**src/rtl/port_response_router.sv**
```systemverilog
// -----------------------------------------------------------------------------
// port_response_router
//
// Return path for the round-robin port arbiter. Every granted request pushes
// its port index into a tag FIFO in issue order. The shared resource returns
// responses strictly in order, so each accepted response is paired with the
// FIFO head and steered back to the port that issued it through a single
// registered output stage.
//
// Optional feature (compile-time macro RESP_ORPHAN_CHECK_EN):
//   Adds OrphanError (sticky) and OrphanCount (8-bit saturating), which flag
//   responses that arrive while no request is outstanding.
//
// Ports:
//   clk, async_rst         clock, asynchronous active-high reset
//   clk_en                 global clock enable; low freezes all state
//   IssueValid/IssuePort   granted request and its port index (push side)
//   IssueReady             tag FIFO not full
//   RespValid/RespData     in-order response from the shared resource
//   RespReady              response accepted this cycle
//   PortRespValid          one-hot valid toward the destination port
//   PortRespData           payload bus shared by all ports
//   PortRespReady          per-port accept; only the held port's bit matters
//   OutstandingCount       number of tags in the FIFO
//   Empty, Full            FIFO status
//   OrphanError            (macro only) sticky orphan-response flag
//   OrphanCount            (macro only) saturating orphan-response count
//
// Handshake semantics (all interfaces): a transfer happens on a rising clk
// edge with clk_en high when both valid and ready are high. Ready never
// depends on valid on the same interface. A producer holds valid and its
// payload stable until the transfer completes; the issue side is pushed
// only while IssueReady is high, the response side is accepted only while
// RespReady is high, and a held port response stays on PortRespValid /
// PortRespData until PortRespReady of that port is seen.
// -----------------------------------------------------------------------------
module port_response_router #(
    parameter int PORTCOUNT      = 4,
    parameter int PORTADDRWIDTH  = 2,
    parameter int DATAWIDTH      = 32,
    parameter int DEPTH          = 8,
    parameter int DEPTHADDRWIDTH = 3
) (
    input  logic                      clk,
    input  logic                      async_rst,
    input  logic                      clk_en,

    input  logic                      IssueValid,
    input  logic [PORTADDRWIDTH-1:0]  IssuePort,
    output logic                      IssueReady,

    input  logic                      RespValid,
    input  logic [DATAWIDTH-1:0]      RespData,
    output logic                      RespReady,

    output logic [PORTCOUNT-1:0]      PortRespValid,
    output logic [DATAWIDTH-1:0]      PortRespData,
    input  logic [PORTCOUNT-1:0]      PortRespReady,

    output logic [DEPTHADDRWIDTH:0]   OutstandingCount,
    output logic                      Empty,
    output logic                      Full
`ifdef RESP_ORPHAN_CHECK_EN
    ,
    output logic                      OrphanError,
    output logic [7:0]                OrphanCount
`endif
);

    // Sized copies of the integer parameters so comparisons stay width-exact.
    localparam logic [DEPTHADDRWIDTH:0] DepthCount = DEPTH[DEPTHADDRWIDTH:0];
    localparam logic [PORTADDRWIDTH:0]  PortLimit  = PORTCOUNT[PORTADDRWIDTH:0];

    // -------------------------------------------------------------------------
    // Tag FIFO storage and pointers
    // -------------------------------------------------------------------------
    logic [PORTADDRWIDTH-1:0]  tagMem [DEPTH];
    logic [DEPTHADDRWIDTH-1:0] wrPtr;
    logic [DEPTHADDRWIDTH-1:0] rdPtr;
    logic [DEPTHADDRWIDTH:0]   count;

    // -------------------------------------------------------------------------
    // Output stage registers
    // -------------------------------------------------------------------------
    logic                      outValid;
    logic [PORTADDRWIDTH-1:0]  outPort;
    logic [DATAWIDTH-1:0]      outData;

    // -------------------------------------------------------------------------
    // Control decode
    // -------------------------------------------------------------------------
    logic                      push;
    logic                      pop;
    logic                      outPortInRange;
    logic                      heldPortReady;
    logic                      stageFree;

    assign Empty            = (count == '0);
    assign Full             = (count == DepthCount);
    assign OutstandingCount = count;

    // IssueReady looks only at Full: a pop in the same cycle does not open a
    // slot early, which keeps the arbiter-facing ready free of response timing.
    assign IssueReady = !Full;
    assign push       = clk_en && IssueValid && !Full;

    // A stored index can exceed the port count when PORTCOUNT is not a power
    // of two. Such an entry drives no valid and needs no ready to leave.
    assign outPortInRange = ({1'b0, outPort} < PortLimit);

    // Select the ready bit of the held port without an out-of-range index.
    always_comb begin
        heldPortReady = 1'b0;
        for (int i = 0; i < PORTCOUNT; i++) begin
            if (outPort == PORTADDRWIDTH'(i)) begin
                heldPortReady = PortRespReady[i];
            end
        end
    end

    // The stage can take a new response if it is idle or is draining now.
    assign stageFree = !outValid || !outPortInRange || heldPortReady;

    // No empty-bypass: a response is only taken against a tag that is already
    // in the FIFO, so a same-cycle issue on an empty FIFO cannot be matched.
    assign RespReady = clk_en && !Empty && stageFree;
    assign pop       = RespReady && RespValid;

    // -------------------------------------------------------------------------
    // Tag storage (no reset needed; pointers/count define validity)
    // -------------------------------------------------------------------------
    always_ff @(posedge clk) begin
        if (push) begin
            tagMem[wrPtr] <= IssuePort;
        end
    end

    // -------------------------------------------------------------------------
    // Pointers, count and output stage
    // -------------------------------------------------------------------------
    always_ff @(posedge clk or posedge async_rst) begin
        if (async_rst) begin
            wrPtr    <= '0;
            rdPtr    <= '0;
            count    <= '0;
            outValid <= 1'b0;
            outPort  <= '0;
            outData  <= '0;
        end else if (clk_en) begin
            if (push) begin
                wrPtr <= wrPtr + 1'b1;
            end
            if (pop) begin
                rdPtr <= rdPtr + 1'b1;
            end

            unique case ({push, pop})
                2'b10:   count <= count + 1'b1;
                2'b01:   count <= count - 1'b1;
                default: count <= count;
            endcase

            // Reload has priority over drain, giving back-to-back delivery.
            if (pop) begin
                outValid <= 1'b1;
                outPort  <= tagMem[rdPtr];
                outData  <= RespData;
            end else if (outValid && stageFree) begin
                outValid <= 1'b0;
            end
        end
    end

    // -------------------------------------------------------------------------
    // Port-facing outputs: one-hot decode of the held port index
    // -------------------------------------------------------------------------
    always_comb begin
        PortRespValid = '0;
        for (int i = 0; i < PORTCOUNT; i++) begin
            PortRespValid[i] = outValid && (outPort == PORTADDRWIDTH'(i));
        end
    end

    assign PortRespData = outData;

`ifdef RESP_ORPHAN_CHECK_EN
    // -------------------------------------------------------------------------
    // Orphan response detection: a response with nothing outstanding
    // -------------------------------------------------------------------------
    logic orphanHit;

    assign orphanHit = clk_en && RespValid && Empty;

    always_ff @(posedge clk or posedge async_rst) begin
        if (async_rst) begin
            OrphanError <= 1'b0;
            OrphanCount <= '0;
        end else if (orphanHit) begin
            OrphanError <= 1'b1;
            if (OrphanCount != 8'hFF) begin
                OrphanCount <= OrphanCount + 8'd1;
            end
        end
    end
`endif

endmodule

```
**config.mk**
```make
export PLATFORM = sky130hd
export DESIGN_NAME = port_response_router
export DESIGN_NICKNAME = d
export VERILOG_FILES = /design/src/rtl/port_response_router.sv
export SDC_FILE = /design/constraint.sdc
export NUM_CORES = 1
export LEC_CHECK = 0
export CAP_MARGIN = 25
export CORE_UTILIZATION = 40
export CTS_BUF_LIST = sky130_fd_sc_hd__clkbuf_8
export CTS_CLUSTER_SIZE = 24
export DETAILED_ROUTE_END_ITERATION = 6
export GPL_TIMING_DRIVEN = 0
export PLACE_DENSITY_LB_ADDON = 0.08
export RECOVER_POWER = 50
export SLEW_MARGIN = 10
export SYNTH_ARGS = -nofsm -noshare
export SYNTH_HDL_FRONTEND = slang
export SYNTH_SLANG_ARGS = --single-unit
```
**constraint.sdc**
```tcl
create_clock -name clk -period 4.5 [get_ports clk]
set_clock_uncertainty 0.1 [all_clocks]
set_input_delay 0.675 -clock clk [delete_from_list [all_inputs] [get_ports clk]]
set_output_delay 0.675 -clock clk [all_outputs]
set_load 0.005 [all_outputs]
```
==> results of run 1 <==
==> worst register-to-register path, cell delays in order (launching register included) <==
cell and delay (ns):
dfrtp_1 0.45, mux4_2 0.59, o211ai_4 0.32, inv_6 0.11, buf_12 0.17, ha_1 0.28
ha_1 0.30, a21o_1 0.20, a2111oi_0 0.45, a31oi_1 0.08, a221o_1 0.32
==> state kept, by name, indices dropped and copies added, names as in the netlist <==
name and cells:
outValid 1, outPort 2, OutstandingCount 4, tagMem 16, rdPtr 3, wrPtr 3, PortRespData 32
==> per-stage QoR <==
stage	cells	util, %
6_report	356	60.0
5_1_grt	356	60.0
4_1_cts	356	60.2
3_5_place_dp	340	57.4
3_3_place_gp	339	57.1
2_1_floorplan	176	-
==> layout by cell type, fill, tap and decap left out, types with 5 or more instances in the layout <==
cell type         n
mux2_2            5
mux4_2            5
mux2_4           29
nand2_1          11
clkbuf_8          9
nor2_1            8
clkdlybuf4s50_1  65
edfxtp_1         16
ha_1              5
inv_1            10
dfrtp_1          45
dlygate4sd3_1    21
==> how the worst max path moves through the flow <==
stage | endpoint | slack (ns) | cells after the start
after detailed placement | OutstandingCount[3]$_DFFE_PP0P_ | 0.44 | 11
after global placement | OutstandingCount[3]$_DFFE_PP0P_ | 0.53 | 11
after CTS | OutstandingCount[3]$_DFFE_PP0P_ | 0.81 | 11
after global routing | OutstandingCount[3]$_DFFE_PP0P_ | 0.52 | 11
after floorplan | OutstandingCount[3]$_DFFE_PP0P_ | 1.10 | 10
final | OutstandingCount[3]$_DFFE_PP0P_ | 0.66 | 11
==> cell usage after synthesis (all sizes together) <==
cell / count
a221o: 1
edfxtp: 16
nor4: 2
buf: 3
nor2: 8
a2111oi: 1
a21oi: 1
mux2: 34
o31a: 1
and2: 1
xnor2: 3
nor3: 4
a21o: 1
a31oi: 1
and3: 2
or4b: 1
fa: 1
o21ai: 4
o41a: 1
nand2b: 4
inv: 9
mux2i: 2
o21a: 1
dfrtp: 45
ha: 5
o211ai: 1
nand2: 11
clkbuf: 3
xor2: 3
mux4: 5
nor3b: 1
==> cell type report <==
cell class | count | area, um2 | area share (%)
buffer | 6 | 71.3 | 1.83
clock buffer | 9 | 124 | 3.18
clock inverter | 7 | 60.1 | 1.54
inverter | 9 | 38.8 | 0.996
multi-input combinational | 100 | 1030 | 26.5
sequential | 61 | 1610 | 41.2
tap | 77 | 96.3 | 2.47
timing repair buffer | 87 | 865 | 22.2
==> kinds of logic (layout without fill, tap and decap cells) <==
logic type | after synthesis | after routing | synth area share [%]
AOI/OAI and AO/OA | 13 | 13 | 3.87
xor gates and xnor gates | 6 | 6 | 1.91
adders and majority gates | 6 | 6 | 3.00
buffers and inverters | 15 | 118 | 4.00
DFF | 61 | 61 | 58.4
muxes | 41 | 41 | 22.7
and+or+nand+nor | 34 | 34 | 6.10
==> power by group <==
part / total (mW) / internal (mW) / switching, mW
combinational: 1.03 / 0.696 / 0.330
clock: 0.454 / 0.249 / 0.206
sequential: 0.947 / 0.786 / 0.161
==> per-layer routing <==
metal	track usage (%)	part of all wire, %
met1	21.4	44
met4	7.40	0.91
met3	4.47	4.3
met2	26.6	51
met5	0	0
==> key figures, run 1 <==
Final layout
  • Fillcell total: 545
  • Fraction of layout cells with a size suffix above 1: 21.1%
  • Post-Layout Inst Area: 3890 um2
  • Area Overhead vs Synth: 41.6%
  • # diodes: 0
  • Layout Nets: 323

Critical path
  • R2r worst-path depth: 10
  • WS Path Type: in -> reg
  • Critical path's slowest cell: dlygate4sd3_1
  • WP data required: 4.62 ns
  • Worst R2R Start: outPort[0]$_DFFE_PP0P_
  • CP bufs+invs: 3
  • Cell mode on critical path: ha_1
  • CP Data Arrival Time: 3.96 ns
  • Nature of the critical path endpoint: flip-flop
  • Worst reg2reg setup slack: 1.03 ns
  • CP max stage delay: 0.53 ns
  • Critical path origin: PortRespReady[3]
  • Crit-path cells: dlygate4sd3_1 > mux4_2 > o211ai_4 > inv_6 > buf_12 > ha_1 > ha_1 > a21o_1 > a2111oi_0 > a31oi_1 > a221o_1
  • Worst Path Max Fanout: 10
  • Worst R2R End: OutstandingCount[3]$_DFFE_PP0P_
  • Largest delay share family, worst path: compound AO/OA/AOI/OAI gates
  • CP startpoint kind: primary input

Clock tree
  • CTS tree: yes
  • Post-CTS Repair Setup Buffers: 0
  • Clock Latency Late Sink: 0.33 ns
  • Cts repair resizes: 0
  • Clock root cell: clkbuf_8
  • Worst-path clk slew: 0.07 ns
  • Number of hold buffers added after CTS: 0
  • Clk sinks: 61
  • Clk buf depth: 2
  • Number of CTS-inserted buffers: 9
  • Htree depth: 3

STA
  • Period utilization: 85.3%
  • Setup violators final: 0
  • Worst hold slack: 0.404 ns
  • Unrepaired setup endpoints after global routing: false
  • Final setup margin: 0.660 ns
  • Worst-margin pin slew: 1.86 ns
  • Max-slew violations: 35
  • Slew Limit Headroom: -23.8%
  • Hold Vio Cnt, Final: 0
  • Setup TNS: 0 ns
  • Fmax: 260 MHz
  • Final min period: 3.84 ns

Placed design
  • Worst slack, placed: 0.437 ns
  • Placed cell area: 3730 um2
  • Number of port buffers: 86
  • DP Wirelength: 3.87 mm
  • GP Congestion: 0.808

Job
  • Max-cap violation count: 1

Synthesis
  • Synth top area cells: dfrtp_1, edfxtp_1, mux2_4, mux4_2, ha_1
  • Flops & latches, synth: 61
  • Synth Area per Inst: 15.6 um2
  • Syn Nets: 225
  • Largest area contributor in the netlist: dfrtp_1
  • Syn Inst Count: 176
  • Synth Cell Area: 2750 um2
  • Synth cell types: 34
  • Synth warnings: 0
  • Register area share after synthesis: 58.4%
  • Synth top area share: 40.9%

Run status
  • Failing checks: DRC, capacitance limit, slew limit
  • Outcome: finished, violations left

Floorplan
  • Initial core utilization: 42.3%
  • Die area: 7210 um2
  • Die H: 84.9 um
  • Io pins: 87
  • Core ar.: 6490 um2
  • Die Width: 84.9 um
  • Row cnt: 29

Drt
  • DR pass1 iterations: 7
  • Total Wirelength: 5.41 mm
  • Iter 0 DRT Violations: 50
  • Routed vias: 1733
  • Via density: 4.87
  • # DRC: 7
  • Post-route ant nets: 0
  • WL/cell: 15.2 um

Power and ir drop
  • PD cells: 623 nW/um2
  • Pwr Total: 2.43 mW
  • Pleak: 1.63 nW
  • Worst IR drop on VDD: 0.260 mV

Hold path
  • Worst min-delay path startpoint: PortRespData[16]$_DFFE_PP0P_
  • Hold path cells: 1
  • Hold Path Class: reg -> reg
  • Worst Hold End: PortRespData[16]$_DFFE_PP0P_

Global route
  • Vias in the first global route: 1829
  • First-pass GRT wire length: 9.08 mm
  • Gr usage total: 16.7%
  • Overflow after GRT: 0
  • Initial antenna violation count: 0
  • Largest net degree at the start of global routing: 35
No activity file was read; power rests on OpenSTA's default activity.
==> run 2, diff against run 1 <==
--- a/config.mk
+++ b/config.mk
@@ -5,13 +5,14 @@
 export SDC_FILE = /design/constraint.sdc
 export NUM_CORES = 1
 export LEC_CHECK = 0
+export ABC_AREA = 1
 export CAP_MARGIN = 25
 export CORE_UTILIZATION = 40
 export CTS_BUF_LIST = sky130_fd_sc_hd__clkbuf_8
 export CTS_CLUSTER_SIZE = 24
 export DETAILED_ROUTE_END_ITERATION = 6
 export GPL_TIMING_DRIVEN = 0
-export PLACE_DENSITY_LB_ADDON = 0.08
+export PLACE_DENSITY = 0.73
 export RECOVER_POWER = 50
 export SLEW_MARGIN = 10
 export SYNTH_ARGS = -nofsm -noshare
==> run 2 against run 1 <==
  * The flow now finishes without violations
  * Critical path depth fell by 4
  * Die area rose by 6.0%
  * Non-clock buffer count rose by 12
  * Sequential share of layout area fell by 2.0 points
  * Largest power group unchanged
  * Clock-buffer cell count rose by 5
  * Power rose by 1.3%
  * Sequential power fell by 4.3%
  * Synthesized cell count rose by 84%
  * Critical endpoint is now RespReady
==> key figures, run 2 <==
Final layout
  • Commonest non-fill, non-tap cell in the layout: nand2_1
  • Fin util: 59.2%
  • Fraction of layout cells with a size suffix above 1: 10.1%
  • Layout Nets: 471
  • # diodes: 0
  • Sequential cell area: 1610 um2
  • Fillcell total: 643
  • Area Overhead vs Synth: 40.1%
  • Most frequent cells in the layout: nand2_1, clkdlybuf4s50_1, dfrtp_1
  • Multi-input logic area: 1050 um2
  • Largest register FFs: 32

Global route
  • Vias in the first global route: 2401
  • Overflow after GRT: 0
  • Initial antenna violation count: 0
  • First-pass GRT wire length: 10.8 mm
  • Gr usage total: 18.2%
  • Largest net degree at the start of global routing: 25

Critical path
  • Worst reg2reg setup slack: 1.84 ns
  • R2r worst-path depth: 15
  • Worst R2R Start: OutstandingCount[1]$_DFFE_PP0P_
  • Nature of the critical path endpoint: output pin
  • WS Path Type: in -> out
  • CP Data Arrival Time: 2.59 ns
  • Worst Path Max Fanout: 10
  • CP startpoint kind: primary input
  • WP data required: 3.72 ns
  • Worst R2R End: OutstandingCount[3]$_DFFE_PP0P_

Synthesis
  • Syn Nets: 373
  • Main combinational cell family by area after synthesis: simple AND/OR/NAND/NOR gates
  • Simple-gate portion of the synthesized area: 30.6%
  • Synth Cell Area: 2920 um2
  • Largest area contributor in the netlist: dfrtp_1
  • Synth cell types: 28
  • Syn Inst Count: 324
  • Register area share after synthesis: 55.0%
  • Top post-synthesis cells by count: nand2_1, dfrtp_1, nand4_1, inv_1, edfxtp_1
  • Synth top area cells: dfrtp_1, edfxtp_1, nand2_1, nand4_1, inv_1
  • Post-synth EDFFs: 16
  • Top_reg_cell synth: dfrtp_1
  • Flops & latches, synth: 61
  • Synth Area per Inst: 9.01 um2
  • Async SR Flop Fraction: 73.8%
  • Synth top area share: 38.6%
  • Adder-cell share of the synthesized area: 2.83%
  • XOR/XNOR share of the synthesized area: 1.80%
  • Top-count cell post-synth: nand2_1
  • Synth warnings: 0
  • Compound-Gate Fraction of Synth Area: 1.03%
  • Post-synthesis mux area share: 0%

Placed design
  • Number of port buffers: 86
  • Worst slack, placed: 1.26 ns
  • GP Congestion: 0.846
  • DP Wirelength: 4.98 mm

Hold path
  • Worst min-delay path startpoint: PortRespData[15]$_DFFE_PP0P_
  • Worst Hold End: PortRespData[15]$_DFFE_PP0P_
  • Hold path cells: 2
  • Hold Path Class: reg -> reg

STA
  • Hold Vio Cnt, Final: 0
  • Final setup margin: 1.13 ns
  • Setup TNS: 0 ns
  • Max-slew violations: 0
  • Final min period: 3.37 ns
  • Slew Limit Headroom: 21.2%
  • Worst hold slack: 0.364 ns
  • Fmax: 297 MHz
  • Worst-margin pin slew: 1.18 ns
  • Unrepaired setup endpoints after global routing: false
  • Setup violators final: 0
  • Period utilization: 74.9%

Power and ir drop
  • Pleak: 1.96 nW
  • PD cells: 601 nW/um2
  • Worst IR drop on VDD: 0.288 mV
  • Pwr Total: 2.46 mW

Clock tree
  • Cts repair resizes: 0
  • Clock root cell: clkbuf_8
  • Clk buf depth: 2
  • Clk sinks: 61
  • CTS tree: yes
  • Number of hold buffers added after CTS: 0
  • Htree depth: 3
  • Number of CTS-inserted buffers: 9
  • Worst-path clk slew: 0.07 ns
  • Clock Latency Late Sink: 0.32 ns
  • Post-CTS Repair Setup Buffers: 0

Floorplan
  • Core ar.: 6910 um2
  • Die H: 87.4 um
  • Initial core utilization: 42.3%
  • Die Width: 87.4 um
  • Die area: 7640 um2
  • Row cnt: 30
  • Io pins: 87

Drt
  • Post-route ant nets: 0
  • DR pass1 iterations: 4
  • Iter 0 DRT Violations: 135
  • Routed vias: 2469
  • WL/cell: 12.7 um
  • Via density: 4.73
  • # DRC: 0
  • Total Wirelength: 6.62 mm

Run status
  • Outcome: completed

Job
  • Max-cap violation count: 0
run 2: metrics by stage:
| step | cells | cell area, um2 |
|---|---|---|
| after detailed placement | 507 | 3930 |
| after global routing | 522 | 4090 |
| after floorplan | 324 | 2920 |
| after global placement | 506 | 3900 |
| after CTS | 522 | 4120 |
| final | 522 | 4090 |
run 2: report_power, final:
part / internal [mW] / leakage (nW) / switching (mW)
registers: 0.768 / 0.705 / 0.138
clock network: 0.271 / 0.106 / 0.194
logic: 0.565 / 1.15 / 0.524
run 2: logic make-up after synthesis:
kind of cell             after synthesis
AO/OA/AOI/OAI                          6
XOR/XNOR                               6
adder cells (fa/ha/maj)                6
buffers and inverters                 51
flip-flops                            61
AND/OR/NAND/NOR                      194
run 2: worst max-delay path by stage:
| stage | from | end | slack [ns] | depth (start not counted) |
|---|---|---|---|---|
| after floorplan | PortRespReady[3] | OutstandingCount[3]$_DFFE_PP0P_ | 1.94 | 14 |
| after global placement | clk_en | RespReady | 1.27 | 7 |
| after detailed placement | clk_en | RespReady | 1.26 | 7 |
| after CTS | clk_en | RespReady | 1.26 | 7 |
| after global routing | clk_en | RespReady | 0.95 | 7 |
| final | clk_en | RespReady | 1.13 | 7 |
run 2: cell type report:
class | count | share of cell area (%)
well taps | 96 | 2.94
multi-input cells | 212 | 25.6
inverters | 33 | 3.03
clock inverters | 1 | 0.0918
repair buffers | 87 | 21.1
plain buffers | 18 | 3.21
flip-flops and latches | 61 | 39.3
clock buffers | 14 | 4.71
run 2: per-layer routing:
layer  global-route usage (%)  part of all wire [%]  vias to the layer above
met5                        0                     0                        -
met1                     22.9                    44                     1154
met3                     2.94                   4.5                        9
met2                     31.5                    50                       57
met4                     6.86                   1.8                        0
li1                         -                     -                     1249
run 2: worst max-delay path, cell delays in order:
cell and delay [ns]:
dlygate4sd3_1 0.54, inv_1 0.09, nor2_1 0.25, clkbuf_1 0.39, nand2_1 0.09, inv_1 0.06, clkdlybuf4s50_1 0.49
==> run 3, diff against run 2 <==
==> constraint.sdc (replaced) <==
create_clock -name clk -period 3.26 [get_ports clk]
set_clock_uncertainty 0.1 [all_clocks]
set_input_delay 0.489 -clock clk [delete_from_list [all_inputs] [get_ports clk]]
set_output_delay 0.489 -clock clk [all_outputs]
set_load 0.005 [all_outputs]
==> run 3 against run 2 <==
  * Sequential power grew 38%
  * Routed wire length is essentially flat
  * Design area stayed put
  * Via count fell by 0.24%
  * Register-to-register slack worse by 1.3 ns
  * First-iteration DRC count fell by 4.4%
  * Sequential cell count did not move
  * Clock-buffer cell count stayed put
  * Utilization did not move
  * Largest cell class unchanged
==> key figures, run 3 (synthesis gave the netlist of run 2 again) <==
Run status
  • Outcome: completed

STA
  • Worst-margin pin slew: 1.18 ns
  • Fmax: 349 MHz
  • Hold Vio Cnt, Final: 0
  • Max-slew violations: 0
  • Slew Limit Headroom: 21.4%
  • Final setup margin: 0.393 ns
  • Unrepaired setup endpoints after global routing: false
  • Worst hold slack: 0.365 ns
  • Setup TNS: 0 ns
  • Setup violators final: 0
  • Period utilization: 88.0%
  • Final min period: 2.87 ns

Power and ir drop
  • Pwr Total: 3.39 mW
  • PD cells: 828 nW/um2
  • Worst IR drop on VDD: 0.396 mV
  • Pleak: 1.97 nW

Final layout
  • Fin util: 59.2%
  • Finished Layout Cells: 522
  • Largest register FFs: 32
  • Fraction of layout cells with a size suffix above 1: 9.62%
  • Area Overhead vs Synth: 40.1%
  • Fillcell total: 643
  • Layout Nets: 471
  • Most frequent cells in the layout: nand2_1, clkdlybuf4s50_1, dfrtp_1
  • Commonest non-fill, non-tap cell in the layout: nand2_1
  • Post-Layout Inst Area: 4090 um2
  • # diodes: 0

Clock tree
  • Clk sinks: 61
  • Clk buf depth: 2
  • Htree depth: 3
  • Worst-path clk slew: 0.07 ns
  • Number of CTS-inserted buffers: 9
  • Number of hold buffers added after CTS: 0
  • Cts repair resizes: 0
  • CTS tree: yes
  • Clock Latency Late Sink: 0.33 ns
  • Clock root cell: clkbuf_8
  • Post-CTS Repair Setup Buffers: 0

Drt
  • Post-route ant nets: 0
  • Via density: 4.72
  • WL/cell: 12.7 um
  • Total Wirelength: 6.62 mm
  • Iter 0 DRT Violations: 129
  • Routed vias: 2463
  • DR pass1 iterations: 4
  • # DRC: 0

Global route
  • Overflow after GRT: 0
  • Largest net degree at the start of global routing: 25
  • Initial antenna violation count: 0
  • Gr usage total: 18.2%
  • Vias in the first global route: 2401
  • First-pass GRT wire length: 10.8 mm

Placed design
  • Number of port buffers: 86
  • GP Congestion: 0.846
  • Worst slack, placed: 0.257 ns
  • Placed cell area: 3930 um2
  • DP Wirelength: 4.98 mm
  • Placed cell count: 507

Floorplan
  • Row cnt: 30
  • Die area: 7640 um2
  • Die Width: 87.4 um
  • Initial core utilization: 42.3%
  • Die H: 87.4 um
  • Io pins: 87
  • Core ar.: 6910 um2

Critical path
  • CP max stage delay: 0.49 ns
  • Worst Path Max Fanout: 10
  • WS Path Type: in -> out
  • Nature of the critical path endpoint: output pin
  • Largest delay share family, worst path: buffers and inverters
  • CP bufs+invs: 5
  • CP Data Arrival Time: 2.28 ns
  • Crit-path cells: clkdlybuf4s50_1 > inv_1 > nor2_2 > clkbuf_1 > nand2_1 > inv_1 > clkdlybuf4s50_1
  • WP data required: 2.67 ns
  • Critical path's slowest cell: clkdlybuf4s50_1
  • CP startpoint kind: primary input

Job
  • Max-cap violation count: 0

Hold path
  • Hold Path Class: reg -> reg
## run 3: cell count changes in the layout (fill, tap and decap cells not counted), sizes merged
cell           change
clkdlybuf4s50      -3
dlygate4sd3        +3
## run 3: cell type report
class / instances / area [um2] / share of cell area (%)
Inverter: 33 / 124 / 3.03
Timing Repair Buffer: 87 / 865 / 21.1
Sequential cell: 61 / 1610 / 39.3
Buffer: 18 / 131 / 3.21
Clock inverter: 1 / 3.75 / 0.0918
Tap cell: 96 / 120 / 2.94
Multi-Input combinational cell: 212 / 1050 / 25.6
Clock buffer: 14 / 193 / 4.71
## run 3: metal layers
| layer | part of all wire [%] | track usage, % |
|---|---|---|
| met1 | 44 | 22.9 |
| met4 | 1.8 | 6.86 |
| met5 | 0 | 0 |
| met2 | 50 | 31.5 |
| met3 | 4.3 | 2.94 |
## run 3: power by group
part	internal (mW)	switching (mW)	leakage, nW	total, mW
Combinational	0.771	0.724	1.16	1.49
Clock	0.373	0.270	0.106	0.644
Sequential	1.06	0.188	0.705	1.25
## run 3: path summary, 6_finish.rpt
kind | start | endpoint | slack [ns] | cells past startpoint
worst max-delay path | clk_en | RespReady | 0.39 | 7
worst min-delay path | PortRespData[15]$_DFFE_PP0P_ | PortRespData[15]$_DFFE_PP0P_ | 0.37 | 2
worst max register to register | OutstandingCount[0]$_DFFE_PP0P_ | OutstandingCount[3]$_DFFE_PP0P_ | 0.53 | 15
worst min register to register | PortRespData[15]$_DFFE_PP0P_ | PortRespData[15]$_DFFE_PP0P_ | 0.37 | 2
max in group asynchronous | async_rst | PortRespData[25]$_DFFE_PP0P_ | 0.79 | 3
min in group asynchronous | async_rst | PortRespData[6]$_DFFE_PP0P_ | 0.70 | 2
## run 3: worst reg2reg max path, cell delays in order, from the launching register on
cell	delay (ns)
dfrtp_1	0.42
inv_1	0.11
nand2_1	0.10
nor3_2	0.28
nor2_2	0.10
nand3_2	0.11
buf_6	0.15
buf_12	0.15
inv_1	0.06
ha_1	0.26
ha_1	0.35
a21oi_1	0.13
nand2_1	0.08
xnor2_1	0.13
nand2_1	0.06
nand2_1	0.04
